<file path="src/rtl/memory_access_controller.sv">
// Arbitrates instruction fetch and load/store requests onto a single
// waitrequest-style bus; data accesses win over fetches, HALT parks the FSM.
module memory_access_controller (
   input  logic        clk,
   input  logic        reset,
   input  logic        fetch_request,
   input  logic [31:0] fetch_address,
   output logic [31:0] fetch_data,
   output logic        fetch_valid,
   input  logic        data_read_request,
   input  logic        data_write_request,
   input  logic [31:0] data_address,
   input  logic [31:0] data_write_data,
   input  logic [3:0]  data_byteenable,
   output logic [31:0] data_read_data,
   output logic        data_valid,
   input  logic        HALT,
   output logic        halted,
   output logic        stall_fetch,
   output logic        stall_memory,
   output logic [31:0] address,
   output logic        read,
   output logic        write,
   output logic [3:0]  byteenable,
   output logic [31:0] writedata,
   input  logic [31:0] readdata,
   input  logic        waitrequest
);
   localparam logic [1:0] IDLE         = 2'd0;
   localparam logic [1:0] DATA_ACCESS  = 2'd1;
   localparam logic [1:0] FETCH_ACCESS = 2'd2;
   localparam logic [1:0] HALTED       = 2'd3;

   logic [1:0]  state_q, state_d;
   logic [31:0] address_q, address_d;
   logic        read_q, read_d;
   logic        write_q, write_d;
   logic [3:0]  byteenable_q, byteenable_d;
   logic [31:0] writedata_q, writedata_d;
   logic [31:0] fetch_data_q, fetch_data_d;
   logic        fetch_valid_q, fetch_valid_d;
   logic [31:0] data_read_data_q, data_read_data_d;
   logic        data_valid_q, data_valid_d;

   logic data_pending, fetch_pending, done;

   // Valid pulses mask the still-held request for one cycle, which also
   // guarantees an IDLE cycle between two accesses from one requester.
   assign data_pending  = (data_read_request | data_write_request) & ~data_valid_q;
   assign fetch_pending = fetch_request & ~fetch_valid_q;
   assign done          = (read_q | write_q) & ~waitrequest;

   always_comb begin
      state_d          = state_q;
      address_d        = address_q;
      read_d           = read_q;
      write_d          = write_q;
      byteenable_d     = byteenable_q;
      writedata_d      = writedata_q;
      fetch_data_d     = fetch_data_q;
      data_read_data_d = data_read_data_q;
      fetch_valid_d    = 1'b0;
      data_valid_d     = 1'b0;
      case (state_q)
         IDLE: begin
            if (data_pending) begin
               state_d      = DATA_ACCESS;
               address_d    = data_address;
               byteenable_d = data_byteenable;
               writedata_d  = data_write_data;
               write_d      = data_write_request;
               read_d       = ~data_write_request;
            end else if (fetch_pending) begin
               state_d      = FETCH_ACCESS;
               address_d    = fetch_address;
               byteenable_d = 4'b1111;
               read_d       = 1'b1;
               write_d      = 1'b0;
            end else if (HALT) begin
               state_d = HALTED;
            end
         end
         DATA_ACCESS: begin
            if (done) begin
               state_d      = IDLE;
               read_d       = 1'b0;
               write_d      = 1'b0;
               data_valid_d = 1'b1;
               if (read_q) data_read_data_d = readdata;
            end
         end
         FETCH_ACCESS: begin
            if (done) begin
               state_d       = IDLE;
               read_d        = 1'b0;
               write_d       = 1'b0;
               fetch_valid_d = 1'b1;
               fetch_data_d  = readdata;
            end
         end
         HALTED:  state_d = HALTED;
         default: state_d = IDLE;
      endcase
   end

   always_ff @(posedge clk) begin
      if (reset) begin
         state_q          <= IDLE;
         address_q        <= '0;
         read_q           <= 1'b0;
         write_q          <= 1'b0;
         byteenable_q     <= '0;
         writedata_q      <= '0;
         fetch_data_q     <= '0;
         fetch_valid_q    <= 1'b0;
         data_read_data_q <= '0;
         data_valid_q     <= 1'b0;
      end else begin
         state_q          <= state_d;
         address_q        <= address_d;
         read_q           <= read_d;
         write_q          <= write_d;
         byteenable_q     <= byteenable_d;
         writedata_q      <= writedata_d;
         fetch_data_q     <= fetch_data_d;
         fetch_valid_q    <= fetch_valid_d;
         data_read_data_q <= data_read_data_d;
         data_valid_q     <= data_valid_d;
      end
   end

   assign address        = address_q;
   assign read           = read_q;
   assign write          = write_q;
   assign byteenable     = byteenable_q;
   assign writedata      = writedata_q;
   assign fetch_data     = fetch_data_q;
   assign fetch_valid    = fetch_valid_q;
   assign data_read_data = data_read_data_q;
   assign data_valid     = data_valid_q;
   assign halted         = (state_q == HALTED);
   assign stall_memory   = data_pending;
   assign stall_fetch    = fetch_pending | data_pending;
endmodule

</file>
<file path="config.mk">
export PLATFORM = sky130hd
export DESIGN_NAME = memory_access_controller
export DESIGN_NICKNAME = d
export VERILOG_FILES = /design/src/rtl/memory_access_controller.sv
export SDC_FILE = /design/constraint.sdc
export NUM_CORES = 1
export LEC_CHECK = 0
export CAP_MARGIN = 10
export CORE_MARGIN = 8
export CORE_UTILIZATION = 50
export DETAILED_ROUTE_END_ITERATION = 8
export DONT_BUFFER_PORTS = 1
export PLACE_DENSITY_LB_ADDON = 0.12
export SETUP_SLACK_MARGIN = 0.02
export SYNTH_ARGS = -nofsm -noshare
export SYNTH_HDL_FRONTEND = slang
export SYNTH_SLANG_ARGS = --single-unit
</file>
<file path="constraint.sdc">
create_clock -name clk -period 3.7 [get_ports clk]
set_input_delay 0.37 -clock clk [delete_from_list [all_inputs] [get_ports clk]]
set_output_delay 0.37 -clock clk [all_outputs]
set_load 0.005 [all_outputs]
</file>
# [Word level (Yosys, flattened, before mapping)]
# Index checks and enable logic that the tools add are counted.
[word_totals] regBits=138 input_bits=139 out_inout_bits=139 word_cells=57
[classes] n_eq_ne=6 muxes=17 bitwise=12 n_reduce_logical=12
[op_table] cell="two-way mux 32 bit" count=2
[op_table] cell="two-way mux 2 bit" count=4
[op_table] cell="two-way mux 4 bit" count=2
[op_table] cell="AND reduction 2 bit" count=4
[op_table] cell="two-way mux 1 bit" count=6
[op_table] cell="inverter 1 bit" count=6
[op_table] cell="case mux 2 bit (3 select lines)" count=1
[op_table] cell="AND reduction 3 bit" count=2
[op_table] cell="OR reduction 2 bit" count=3
[op_table] cell="equality test 2 bit (second input constant)" count=2
[op_table] cell="inequality test 4 bit (second input constant)" count=1
[op_table] cell="case mux 1 bit (2 select lines)" count=2
[op_table] cell="nonzero test 2 bit" count=2
[op_table] cell="AND 1 bit" count=3
[op_table] cell="inequality test 3 bit (second input constant)" count=1
[op_table] cell="OR 1 bit" count=3
[op_table] cell="equality test 2 x 1 -> 1 bit (second input constant)" count=1
[op_table] cell="zero test 2 bit" count=1
[op_table] cell="inequality test 2 x 1 -> 1 bit (second input constant)" count=1

# [Depth between registers and ports, before layout]
[logic_depth] depth_word=5 depth_mapped=8 ltp_nobuf=6

# [Least setup slack after synthesis]
# Ideal clock, no wire load.
[synth_path] path_type="flip-flop to flip-flop" start="register state_q[0]" end="register write_q, in the netlist write" setup_time_ns=0.122 arrival_ns=1.251 t_required_ns=3.578 path_slack_ns=2.327 stages_incl_launch_ff=5 path_buffers=0 synth_period_minus_slack_ns=1.373 path_cell_list="dfxtp_1 -> inv_1 -> ha_1 -> or3_1 -> o311a_1"
[synth_between] elab_chain_len=4 word_cells_on_any_way=9 classes_between="4 x eq/ne; 1 x mux; 4 x reduce/logical"
[synth_rtl] element="start: declaration" line="34" rtl="logic [1:0] state_q, state_d;"
[synth_rtl] element="start signal: assignment" line="119" rtl="state_q <= state_d;"
[synth_rtl] element="equality test 2 bit / equality test 2 x 1 -> 1 bit (equally long branches)" line="64" rtl="case (state_q)"
[synth_rtl] element="OR reduction 2 bit (no source line)"
[synth_rtl] element="inequality test 2 x 1 -> 1 bit (no source line) / nonzero test 2 bit (equally long branches)"
[synth_rtl] element="AND reduction 3 bit (no source line)"
[synth_rtl] element="end signal: assignment" line="122" rtl="write_q <= write_d;"
[synth_rtl] element="end: declaration" line="37" rtl="logic write_q, write_d;"
# Several ways; a longest one is shown, not always the timed one.
# A chain may end at the register's enable or synchronous reset.

# [Worst setup path after layout]
[layout_path] start="register state_q[1]" end="register writedata_q[24], in the netlist writedata[24]"
[layout_between] elab_chain_len=2
[layout_rtl] element="zero test 2 bit" line="64"
[layout_rtl] element="AND reduction 2 bit (no source line)"
[layout_rtl] element="end signal: assignment" line="124" rtl="writedata_q <= writedata_d;"
[layout_rtl] element="end: declaration" line="39" rtl="logic [31:0] writedata_q, writedata_d;"
# Every way passes these cells.

==> results.json <==
{
  "run_status": "completed",
  "internal-power_uw": 3190,
  "area_delta_synth_final_pct": 22.5,
  "synth_area_sq_um": 5380,
  "cts.htree.levels": 4,
  "diodes": 0,
  "antenna_found_initial": 0,
  "drt-initial-drc-count": 373,
  "synth_area_leaders": "dfxtp_1, nand2_1, a21oi_1",
  "fin_skew_ns": 0.0110,
  "leakagePower_uw": 0.00240,
  "ys_async_sr_fraction": 0,
  "clock_power_share": 0.369,
  "period_needed_ns": 2.82,
  "die_h_um": 120,
  "io_buffers": 0,
  "critPathCaptureType": "register",
  "fin_setup_tns_ns": 0,
  "startpoint": "state_q[1]",
  "path_cells": "inv_1 -> ha_1 -> buf_4 -> and2_1 -> nand2_1 -> a21oi_1 -> dlygate4sd3_1",
  "dieArea_sq_um": 14300,
  "combinationalPowerShare": 0.212,
  "finalSetupViolCount": 0,
  "final_layout_size_suffix_gt1_frac": 0.0615,
  "finalHoldViolations": 0,
  "postRouteAntennaNets": 0,
  "slowest_delay_ns": 0.90,
  "p_total_uw": 4700,
  "ctsResizeCount": 0,
  "wl_per_cell_um": 19.0,
  "r2r-start": "state_q[1]",
  "clkSlewWorstSetupHoldPaths_ns": 0.06,
  "grt_usage": 0.212,
  "cpMaxStageDelayCell": "and2_1",
  "arrival_ns": 3.27,
  "io_pins": 278,
  "dpl.hpwl_um": 10800,
  "synth_cell_type_count": 33,
  "synth_top_area_share": 0.513,
  "cpLargestDelayFamily": "buffers and inverters",
  "crit_required_ns": 4.15,
  "critPathLaunchType": "register",
  "relSlewSlack": 0.297,
  "synth-edff-count": 0,
  "initial_core_util": 0.505,
  "cp_max_fo": 40,
  "path_buf_inv": 3,
  "vdd_drop_max_uv": 370,
  "synth_warnings": 0,
  "yosys-top-cells-count": "nand2_1, dfxtp_1, a21oi_1",
  "rows": 38,
  "hold_path_startpoint": "reset",
  "syn_nets": 809,
  "synthFlopType": "dfxtp_1",
  "tightest_slew_ns": 1.05,
  "grt_setup_unrepaired": "false",
  "grt_overflow": 0,
  "cts_buffers": 17,
  "fmax_ghz": 0.354,
  "timing.hold.ws_ns": 0.0360,
  "grt_max_degree": 104,
  "slew_violations": 0,
  "insertion_delay_ns": 0.51,
  "clock_path_buffers": 2,
  "final_nets": 845,
  "cts_tree": "done",
  "yosysSeqAreaShare": 0.513,
  "critPathKind": "reg2reg",
  "syn_inst": 666,
  "grt_pass1_vias": 4562,
  "drt-total-wl_um": 16300,
  "routed_via_density": 5.51,
  "grt_pass1_wl_um": 24700,
  "power_density_nw_per_um2": 714,
  "synth_most_common_cell": "nand2_1",
  "seqPwrFrac": 0.418,
  "vias": 4713,
  "clock-sinks": 138,
  "syn-mean-instance-area_sq_um": 8.08,
  "cap_violations": 0,
  "die_w_um": 120,
  "p_sw_frac": 0.322,
  "cts_root_buf": "clkbuf_8",
  "power_switching_uw": 1510,
  "min_path_type": "in2reg",
  "finalCritPeriodShare": 0.763,
  "yosys.area.top_type": "dfxtp_1",
  "ys_ff_latch": 138,
  "place.gp.congestion": 0.774,
  "core_area_sq_um": 10700,
  "firstDrtPassIters": 4,
  "drc": 0
}
repair_timing:
item,4_1_cts,5_1_grt
endpoints found under the setup margin,0,0
buffers inserted,0,0
hold endpoints to repair,103,0
hold buffers,65,0
kinds of logic (layout without fill, tap and decap cells):
group / count (synthesis) / after routing / share of synthesized area
flip-flops: 138 / 138 / 0.513
adder cells (fa/ha/maj): 4 / 4 / 0.00930
buffers and inverters: 60 / 109 / 0.0588
AO/OA/AOI/OAI: 206 / 206 / 0.216
AND/OR/NAND/NOR: 258 / 258 / 0.202
power by group through the flow:
stage          logic [uW]  clock network [uW]  registers (uW)
2_1_floorplan         845                   0            1910
5_1_grt              1130                1840            2000
6_report              999                1740            1970
3_3_place_gp          866                   0            2000
3_5_place_dp          910                   0            2010
4_1_cts               997                1770            1980
layer usage:
metal	part of all wire	up-vias	track usage
li1	-	2297	-
met1	0.37	2200	0.218
met2	0.51	200	0.368
met3	0.11	16	0.0996
met4	0.019	0	0.0827
met5	0	-	0
worst register-to-register path, stage by stage (launching register included):
cell and delay (ns):
dfxtp_1 0.34, inv_1 0.09, ha_1 0.21, buf_4 0.39
and2_1 0.91, nand2_1 0.13, a21oi_1 0.16, dlygate4sd3_1 0.55
registers in the layout, summed over array words and instances, names as in the netlist:
name	count
data_read_data	32
byteenable	4
read	1
writedata	32
fetch_data	32
address	32
state_q	2
write	1
fetch_valid	1
data_valid	1
final timing paths:
check	end	depth (start not counted)	slack, ns
worst min-delay path	address[10]	2	0.04
worst min register to register	data_read_data[25]	2	0.48
worst max-delay path	writedata[24]	7	0.88
worst max register to register	writedata[24]	7	0.88
stage by stage:
step / instances / setup WS, ns / utilization / cell area (sq um)
2_1_floorplan: 666 / 2.33 / - / 5380
3_3_place_gp: 758 / 1.48 / 0.498 / 5310
3_5_place_dp: 758 / 1.36 / 0.498 / 5310
4_1_cts: 855 / 0.858 / 0.619 / 6590
5_1_grt: 855 / 0.659 / 0.619 / 6590
6_report: 855 / 0.877 / 0.619 / 6590
cell type report:
class / instances / area [sq um]
Clock buffer: 19 / 422
Clock inverter: 13 / 191
Fill cell: 908 / 4060
Inverter: 6 / 22.5
Multi-Input combinational cell: 468 / 2300
Sequential cell: 138 / 2760
Tap cell: 140 / 175
Timing Repair Buffer: 71 / 713
layout by cell type, fill, tap and decap left out, types with 2 or more instances in the layout:
cell | Yosys | routed
nor3_1 | 4 | 4
a21oi_1 | 130 | 130
bufinv_16 | 0 | 4
o21bai_1 | 32 | 32
a22o_1 | 2 | 2
dlygate4sd3_1 | 0 | 64
nand2_1 | 196 | 196
clkinvlp_4 | 0 | 3
dfxtp_1 | 138 | 138
o21ai_0 | 35 | 35
nor2b_1 | 2 | 2
clkbuf_16 | 0 | 16
and3_1 | 2 | 2
inv_1 | 5 | 5
nor2_1 | 13 | 12
nand3_1 | 2 | 2
clkbuf_1 | 28 | 2
ha_1 | 4 | 4
clkinv_4 | 0 | 2
inv_6 | 0 | 3
or3_1 | 33 | 33
buf_4 | 4 | 6
No activity file was read; power rests on OpenSTA's default activity.
